<file path="src/rtl/rgb_to_gray.sv">
// RGB-to-grayscale front end: pops packed RGB pixels, emits 8-bit gray through a two-stage
// pipeline and pulses done once per frame. Define GRAY_WEIGHTED_EN for luma weights instead of an average.

module rgb_to_gray #(
    parameter int IMG_WIDTH  = 540,
    parameter int IMG_HEIGHT = 720
) (
    input  logic        clock,
    input  logic        reset,
    output logic        rgb_rd_en,
    input  logic        rgb_empty,
    input  logic [23:0] rgb_dout,
    output logic        gray_wr_en,
    input  logic        gray_full,
    output logic [7:0]  gray_din,
    output logic        done
);

    localparam logic [31:0] PIXELS = 32'(IMG_WIDTH * IMG_HEIGHT);

`ifdef GRAY_WEIGHTED_EN
    localparam int S1_W = 16;
`else
    localparam int S1_W = 10;
`endif

    typedef enum logic [1:0] {RUN, DRAIN, DONE} state_e;

    state_e          state_q;
    logic [31:0]     in_cnt_q;
    logic [31:0]     out_cnt_q;
    logic            s1_valid_q;
    logic            s2_valid_q;
    logic            done_q;
    logic [S1_W-1:0] s1_q;
    logic [7:0]      s2_q;

    logic [S1_W-1:0] s1_d;
    logic [7:0]      s2_d;
    logic            advance;
    logic [7:0]      red;
    logic [7:0]      green;
    logic [7:0]      blue;

    assign red   = rgb_dout[23:16];
    assign green = rgb_dout[15:8];
    assign blue  = rgb_dout[7:0];

`ifdef GRAY_WEIGHTED_EN
    // Weights sum to 256, so the shifted result never exceeds 255.
    assign s1_d = 16'(red) * 16'd77 + 16'(green) * 16'd150 + 16'(blue) * 16'd29;
    assign s2_d = 8'(s1_q >> 8);
`else
    // 683/2048 reproduces floor(sum/3) exactly over the whole 0..765 range.
    assign s1_d = 10'(red) + 10'(green) + 10'(blue);
    assign s2_d = 8'((20'(s1_q) * 20'd683) >> 11);
`endif

    // The whole pipeline moves only when the output stage can drain or is empty.
    assign advance    = !s2_valid_q || !gray_full;
    assign rgb_rd_en  = !reset && (state_q == RUN) && !rgb_empty && advance && (in_cnt_q < PIXELS);
    assign gray_wr_en = s2_valid_q && !gray_full;
    assign gray_din   = s2_valid_q ? s2_q : 8'd0;
    assign done       = done_q;

    always_ff @(posedge clock or posedge reset) begin
        if (reset) begin
            // NOTE: data registers are reset too so gray_din can never expose stale pixels.
            state_q    <= RUN;
            in_cnt_q   <= '0;
            out_cnt_q  <= '0;
            s1_valid_q <= 1'b0;
            s2_valid_q <= 1'b0;
            done_q     <= 1'b0;
            s1_q       <= '0;
            s2_q       <= '0;
        end else begin
            // NOTE: non-blocking assignments let later statements override earlier ones (DONE clears below).
            done_q <= 1'b0;
            if (advance) begin
                s2_q       <= s2_d;
                s2_valid_q <= s1_valid_q;
                s1_valid_q <= rgb_rd_en;
            end
            if (rgb_rd_en) begin
                s1_q     <= s1_d;
                in_cnt_q <= in_cnt_q + 32'd1;
            end
            if (gray_wr_en) begin
                out_cnt_q <= out_cnt_q + 32'd1;
            end
            case (state_q)
                RUN: begin
                    if (rgb_rd_en && (in_cnt_q == PIXELS - 32'd1)) begin
                        state_q <= DRAIN;
                    end
                end
                DRAIN: begin
                    if (gray_wr_en && (out_cnt_q == PIXELS - 32'd1)) begin
                        state_q <= DONE;
                        done_q  <= 1'b1;
                    end
                end
                DONE: begin
                    state_q    <= RUN;
                    in_cnt_q   <= '0;
                    out_cnt_q  <= '0;
                    s1_valid_q <= 1'b0;
                    s2_valid_q <= 1'b0;
                end
                default: state_q <= RUN;
            endcase
        end
    end

endmodule

</file>
<file path="config.mk">
export PLATFORM = sky130hd
export DESIGN_NAME = rgb_to_gray
export DESIGN_NICKNAME = d
export VERILOG_FILES = /design/src/rtl/rgb_to_gray.sv
export SDC_FILE = /design/constraint.sdc
export NUM_CORES = 1
export LEC_CHECK = 0
export ABC_AREA = 1
export BUFFER_PORTS_ARGS = -buffer_cell sky130_fd_sc_hd__buf_2
export CAP_MARGIN = 20
export CORE_MARGIN = 2
export CORE_UTILIZATION = 33
export DETAILED_ROUTE_END_ITERATION = 10
export HOLD_SLACK_MARGIN = 0.08
export PLACE_DENSITY_LB_ADDON = 0.08
export SKIP_CTS_REPAIR_TIMING = 1
export SYNTH_ARGS = -nofsm -noshare
export SYNTH_HDL_FRONTEND = slang
export SYNTH_SLANG_ARGS = --single-unit
</file>
<file path="constraint.sdc">
create_clock -name clock -period 9.96 [get_ports clock]
set_input_delay 0.498 -clock clock [delete_from_list [all_inputs] [get_ports clock]]
set_output_delay 0.498 -clock clock [all_outputs]
set_load 0.005 [all_outputs]
</file>
Word-level counts from Yosys, hierarchy flattened. Index checks and enable logic that the tools add are counted.

Add/subtract/negate cells: 4. Multipliers: 1. Divide/modulo/power cells: 0. Order comparisons: 1. Equal/unequal tests: 6. Shift-type cells: 0. Muxes and demuxes: 14. Bitwise logic cells: 0. Reductions and logical operators: 17.

Operators by type and width (number): two-way mux 32 bit (4); adder 32 x 1 -> 32 bit, second input constant (2); equality test 32 x 19 -> 1 bit, second input constant (2); < comparator 32 x 19 -> 1 bit, second input constant (1); multiplier 10 x 10 -> 19 bit, second input constant (1); adder 9 x 8 -> 10 bit (1); adder 8 x 8 -> 9 bit (1); two-way mux 8 bit (1); logical AND 1 bit (7); two-way mux 1 bit (6); nonzero test 2 bit (3); logical NOT 1 bit (4); two-way mux 2 bit (2); one-hot mux 2 bit (2 select lines) (1); equality test 2 x 1 -> 1 bit, second input constant (1); equality test 2 bit, second input constant (1); logical NOT 2 bit (1); != test 2 x 1 -> 1 bit, second input constant (1); != test 2 bit, second input constant (1); AND reduction 2 bit (1); logical OR 1 bit (1).

Bits in registers: 87. Bits in latches: 0. RAM bits: 0. Memory bits (read-only): 0. Input bits: 28. Output and inout bits: 11. Memories kept: 0.

Longest topological paths before layout. Gate-level depths: netlist (run 1).

Word-level depth: 8. Gate-level depth with buffers: 19. Gate-level depth less buffers: 19.

Worst setup path before layout (run 1). Ideal clock, no wire load.

Path type: reg-to-reg. From: register s1_q[6]. To: register s2_q[4]. Library setup time: 0.127 ns. Data arrival time: 3.624 ns. Data required time: 9.833 ns. Setup slack: 6.209 ns. Stages on the path, launching flop included: 17. Path buffers: 0. Clock period less this slack: 3.751 ns. Path through: dfrtp_1 > ha_1 > ha_1 > fa_1 > inv_1 > fa_1 > fa_1 > inv_1 > ha_1 > nand2_1 > inv_1 > nand2_1 > a21oi_1 > nor3_1 > nand3_1 > nand2_1 > o21ai_0.

Word-level cells in the longest chain between the ends: 1.

RTL lines: start, declared (RTL line 35) `logic [S1_W-1:0] s1_q;`; start signal, assigned (RTL line 75) `s1_q <= '0;`; start signal, assigned (RTL line 86) `s1_q <= s1_d;`; multiplier 10 x 10 -> 19 bit (RTL line 56) `assign s2_d = 8'((20'(s1_q) * 20'd683) >> 11);`; end signal, assigned (RTL line 76) `s2_q <= '0;`; end signal, assigned (RTL line 81) `s2_q <= s2_d;`; end, declared (RTL line 36) `logic [7:0] s2_q;`.

No other way between the ends. A chain may end at the register's enable or synchronous reset.

Worst setup path after layout (run 1).
From: register s1_q[5]. To: register s2_q[2].

The elaborated chain is that of the path after synthesis.

==> results of run 1 <==
cells in the mapped netlist (all sizes together):
cell    instances  share of area [%]
inv           157                8.3
a31oi           3               0.27
nand4          20                1.8
nor2          107                5.7
nand3          65                4.7
and3            2               0.18
nor3           29                2.7
xor2           16                2.0
clkinv          1              0.053
fa             30                8.5
nor4           11                1.3
ha             67                 12
nand3b          4               0.43
or2             1              0.089
dfrtp          87                 31
clkbuf          8               0.43
o211ai          1               0.11
and2            1              0.089
nand2         217                 12
a21o            1               0.11
o22ai           1              0.089
a211oi          1               0.11
o21a            4               0.43
a21oi          38                2.7
buf             9                1.4
xnor2           7               0.87
o21ai          39                2.8
cells in the final DEF, fill, tap and decap left out, types with 7 or more instances in the layout:
cell	instances
nor4_1	7
xnor2_1	7
nor3_1	22
o21ai_1	10
nand2_1	209
fa_1	30
inv_1	152
buf_2	38
dfrtp_1	87
ha_1	67
nor2_1	106
clkbuf_16	9
nand4_1	20
nand3_1	64
a21oi_1	38
xor2_1	16
o21ai_0	28
where the power goes:
part | total (uW) | internal [uW] | switching [uW] | leakage, uW
logic | 2100 | 788 | 1310 | 0.00275
registers | 465 | 414 | 51.2 | 0.00116
clock network | 349 | 201 | 148 | 0.000138
state kept, by name, indices dropped and copies added (netlist names):
signal / count
done: 1
s2_q: 8
s1_valid_q: 1
state_q: 2
s2_valid_q: 1
out_cnt_q: 32
in_cnt_q: 32
s1_q: 10
area by class of cell:
type | instances | area share, %
multi-input cells | 665 | 53.4
repair buffers | 41 | 2.73
clock inverters | 5 | 0.739
clock buffers | 11 | 3.12
flip-flops and latches | 87 | 28.0
well taps | 275 | 4.42
inverters | 158 | 7.65
path summary, 6_finish.rpt:
check | from | endpoint | slack, ns | cells after the start
max | s1_q[5]$_DFFE_PP0P_ | s2_q[2]$_DFFE_PP0N_ | 5.89 | 19
min in group clock | s2_q[7]$_DFFE_PP0N_ | s2_q[7]$_DFFE_PP0N_ | 0.48 | 2
max in group asynchronous | reset | out_cnt_q[29]$_DFFE_PP0P_ | 8.71 | 3
min reg2reg | s2_q[7]$_DFFE_PP0N_ | s2_q[7]$_DFFE_PP0N_ | 0.48 | 2
min | reset | in_cnt_q[30]$_DFFE_PP0P_ | 0.22 | 2
max reg2reg | s1_q[5]$_DFFE_PP0P_ | s2_q[2]$_DFFE_PP0N_ | 5.89 | 19
routing by layer:
| layer | wire length (um) | GRT usage, % |
|---|---|---|
| met5 | 0 | 0 |
| met4 | 224 | 4.53 |
| met3 | 381 | 2.27 |
| met2 | 7870 | 26.9 |
| met1 | 8430 | 22.2 |
stage by stage:
stage,setup WS (ns),util [%]
2_1_floorplan,6.21,-
3_3_place_gp,5.87,35.6
3_5_place_dp,5.90,35.6
4_1_cts,5.89,37.0
5_1_grt,5.50,37.0
6_report,5.89,37.0
worst reg2reg max path, cell delays in order (launching register included):
cell	delay, ns
dfrtp_1	0.46
ha_1	0.37
ha_1	0.28
inv_1	0.05
fa_1	0.52
inv_1	0.05
fa_1	0.50
inv_1	0.05
fa_1	0.51
inv_1	0.05
ha_1	0.31
nand2_1	0.12
nor2_1	0.12
nand2_1	0.07
nand2_1	0.13
nand2_1	0.06
nand2_1	0.08
a21oi_1	0.06
o21ai_0	0.09
nand2_1	0.08
logic make-up (layout without fill, tap and decap cells):
logic type               after synthesis  after routing  share of synthesized area, %
AND/OR/NAND/NOR                      457            457                          29.1
buffers and inverters                175            215                          10.3
adder cells (fa/ha/maj)               97             97                          20.4
AO/OA/AOI/OAI                         88             88                          6.61
flip-flops                            87             87                          30.8
XOR/XNOR                              23             23                          2.85
==> impl_metrics.json, run 1 <==
{
  "wl_per_cell_um": 13.6,
  "synthesis.area_sq_um": 7060,
  "ys_ff_latch": 87,
  "yosysSeqAreaShare_pct": 30.8,
  "drtAntennaViolNets": 0,
  "period_share_pct": 40.8,
  "crit_path_start_kind": "register",
  "drv_slew": 0,
  "drive_above_1_share_pct": 8.69,
  "port_buffers": 38,
  "grt_usage_pct": 16.3,
  "rsz0062_at_grt": "no",
  "setup_viol": 0,
  "ys_types": 39,
  "vdd_ir_drop_max_mv": 0.254,
  "antenna_found_initial": 0,
  "drt_iter0_markers": 247,
  "vias": 5846,
  "status": "finished, final reports clean",
  "hold_viol": 0,
  "dp_hpwl_mm": 13.3,
  "synth_nets": 1052,
  "avgSynthCellArea_sq_um": 7.62,
  "arrival_ns": 4.30,
  "yosys_warnings": 0,
  "path_max_fanout": 5,
  "finalSetupTns_ns": 0,
  "via_per_inst": 4.71,
  "finalClockSkew_ns": 0.00781,
  "grt_pass1_wl_mm": 29.1,
  "dr.pass1.iters": 4,
  "gp_congestion": 0.822,
  "cts_max_level": 3,
  "antenna_cells": 0,
  "p_leak_uw": 0.00406,
  "clk_pin_slew_ns": 0.07,
  "fillCellCount": 2246,
  "end_kind": "register",
  "die_w_um": 150,
  "crit_family": "adder cells",
  "grt_max_degree": 51,
  "core_area_sq_um": 21000,
  "areaGrowthSynthToFinish_pct": 10.3,
  "cts.sinks": 87,
  "drc_errors": 0,
  "cpPeakStageDelay_ns": 0.52,
  "start_util_pct": 33.6,
  "cts_tree": "done",
  "cts_max_path_buffers": 2,
  "grt_pass1_vias": 5900,
  "regArea_sq_um": 2180,
  "placedCellCount": 1226,
  "period_minus_slack_ns": 4.07,
  "rows": 53,
  "worstPathRequired_ns": 10.20,
  "crit_path_top_delay_cell": "fa_1",
  "routed_wl_mm": 16.9,
  "layout.nets": 1087,
  "powerDensity_nw_per_um2": 375,
  "placed_area_sq_um": 7490,
  "cts_buffers": 9,
  "io_pins": 39,
  "cts_root_buffer": "clkbuf_16",
  "grt_overflow": 0,
  "hold_path_class": "input port to async pin",
  "max_slew_margin_pct": 55.5,
  "synth_cells": 927,
  "fmax_mhz": 246,
  "insertion_delay_ns": 0.35,
  "dieArea_sq_um": 22600,
  "worst-setup-path-type": "register to register",
  "die_h_um": 150,
  "crit_path_cell_trace": "ha_1 > ha_1 > inv_1 > fa_1 > inv_1 > fa_1 > inv_1 > fa_1 > inv_1 > ha_1 > nand2_1 > nor2_1 > nand2_1 > nand2_1 > nand2_1 > nand2_1 > a21oi_1 > o21ai_0 > nand2_1",
  "cp_num_buf_inv": 4,
  "layout.cells.non_filler": 1242,
  "tightest_slew_ns": 0.667,
  "multi_input_area_sq_um": 4160,
  "hold_ws_ns": 0.216,
  "design_area_sq_um": 7790,
  "totalPowerFinal_uw": 2920,
  "drv_cap": 0,
  "crit_top_cell": "nand2_1"
}
No activity file was read; power rests on OpenSTA's default activity.
==> run 2: changes to the inputs <==
- clock period: 9.96 -> 4.2 ns (I/O delays scaled with it)
==> run 2 against run 1 <==
Clock skew is 0.0045 ns higher. Fmax rose by 3.3%. Cell count increased by 0.16%. Non-clock buffer count up 6. Global-route usage rose by 0.18 points. Count of clock-buffer cells in the layout is 1 lower. Combinational power grew to 2.5 times the previous value. Sequential share of layout area shrank 0.27 points. Via count shrank 0.68%. Design area rose by 1.1%. Critical path depth fell by 5. Die area stayed put. Critical path type unchanged. Critical endpoint is now s2_q[5]$_DFFE_PP0N_.
==> impl_metrics.json, run 2 (synthesis results as in run 1) <==
{
  "arrival_ns": 4.18,
  "die_h_um": 150,
  "cts_max_level": 3,
  "status": "finished, final reports clean",
  "finalClockSkew_ns": 0.0123,
  "drc_errors": 0,
  "antenna_found_initial": 0,
  "powerDensity_nw_per_um2": 918,
  "port_buffers": 38,
  "path_max_fanout": 4,
  "worstPathRequired_ns": 4.44,
  "drt_iter0_markers": 303,
  "tightest_slew_ns": 0.940,
  "routed_wl_mm": 17.0,
  "clk_pin_slew_ns": 0.07,
  "cts_tree": "done",
  "mostFrequentLayoutCell": "nand2_1",
  "crit_path_top_delay_cell": "fa_1",
  "io_pins": 39,
  "grt_usage_pct": 16.4,
  "gp_congestion": 0.871,
  "placed_area_sq_um": 7530,
  "worst-setup-path-type": "register to register",
  "max_slew_margin_pct": 37.2,
  "dp_hpwl_mm": 13.3,
  "finalSetupTns_ns": 0,
  "dr.pass1.iters": 5,
  "crit_path_start_kind": "register",
  "setup_viol": 0,
  "grt_max_degree": 56,
  "wl_per_cell_um": 13.7,
  "cpPeakStageDelay_ns": 0.52,
  "period_share_pct": 93.8,
  "fmax_mhz": 254,
  "p_leak_uw": 0.00408,
  "cts_max_path_buffers": 2,
  "drive_above_1_share_pct": 10.0,
  "cts.sinks": 87,
  "drtAntennaViolNets": 0,
  "dieArea_sq_um": 22600,
  "core_area_sq_um": 21000,
  "cts_buffers": 9,
  "grt_pass1_vias": 5930,
  "rsz0062_at_grt": "no",
  "vias": 5806,
  "hold_viol": 0,
  "period_minus_slack_ns": 3.94,
  "layout.nets": 1093,
  "top_regs": "in_cnt_q x32, out_cnt_q x32, s1_q x10",
  "ff2ff_path_depth": 14,
  "end_kind": "register",
  "die_w_um": 150,
  "rows": 53,
  "grt_pass1_wl_mm": 29.6,
  "grt_overflow": 0,
  "layout_common_cells": "nand2_1 (208), inv_1 (152), nor2_1 (106)",
  "antenna_cells": 0,
  "vdd_ir_drop_max_mv": 0.650,
  "start_util_pct": 33.6,
  "areaGrowthSynthToFinish_pct": 11.5,
  "crit_path_cell_trace": "ha_1 > ha_1 > fa_1 > inv_1 > fa_1 > fa_1 > inv_1 > ha_1 > a21oi_1 > o21ai_0 > a21oi_1 > nand3_1 > nand3_1 > nand2_1",
  "hold_path_class": "input port to async pin",
  "insertion_delay_ns": 0.35,
  "drv_slew": 0,
  "via_per_inst": 4.67,
  "cts_root_buffer": "clkbuf_16",
  "drv_cap": 0,
  "design_area_sq_um": 7870
}
## run 2: final timing paths
kind,start,to,slack [ns]
setup / recovery,s1_q[2]$_DFFE_PP0P_,s2_q[5]$_DFFE_PP0N_,0.26
hold / removal,reset,s1_q[6]$_DFFE_PP0P_,0.03
setup reg to reg,s1_q[2]$_DFFE_PP0P_,s2_q[5]$_DFFE_PP0N_,0.26
hold reg to reg,s2_q[7]$_DFFE_PP0N_,s2_q[7]$_DFFE_PP0N_,0.48
max in group asynchronous,reset,out_cnt_q[25]$_DFFE_PP0P_,3.26
min in group clock,gray_full,s2_q[5]$_DFFE_PP0N_,0.24
## run 2: per-layer routing
layer  up-vias  wire length [um]  global-route usage (%)  share of wire, %
met1      2695              8440                    22.6                50
met5         -                 0                       0                 0
met4         0               191                    4.20               1.1
met2        51              8000                    27.3                47
met3        16               383                    2.33               2.3
li1       3044                 -                       -                 -
## run 2: power by group
part | internal (uW) | total, uW | switching [uW]
Combinational | 2100 | 5350 | 3260
Sequential | 983 | 1090 | 102
Clock | 463 | 789 | 326
## run 2: layout make-up
cell class | count | area [sq um]
fill | 2234 | 13100
timing repair buffer | 47 | 258
clock inverter | 2 | 35.0
tap | 275 | 344
sequential | 87 | 2180
clock buffer | 10 | 239
multi-input combinational | 665 | 4220
inverter | 158 | 596
## run 2: critical path: cells and delay by family (launching register included)
kind,cells,cell delay [ns]
compound gates,3,0.60
fa+ha+maj,6,2.48
buf+inv,2,0.10
flops,1,0.43
simple gates,3,0.23
## run 2: per-stage QoR
stage / hold WS, ns / utilization (%) / total power [uW] / cells / worst slack (ns)
2_1_floorplan: 0.425 / - / 4870 / 927 / 0.449
3_5_place_dp: 0.437 / 35.8 / 6130 / 1232 / 0.116
4_1_cts: 0.0590 / 37.1 / 6990 / 1244 / 0.0598
6_report: 0.0286 / 37.5 / 7230 / 1244 / 0.262
3_3_place_gp: 0.437 / 35.8 / 6210 / 1232 / 0.117
5_1_grt: 0.104 / 37.5 / 8240 / 1244 / 0.00712
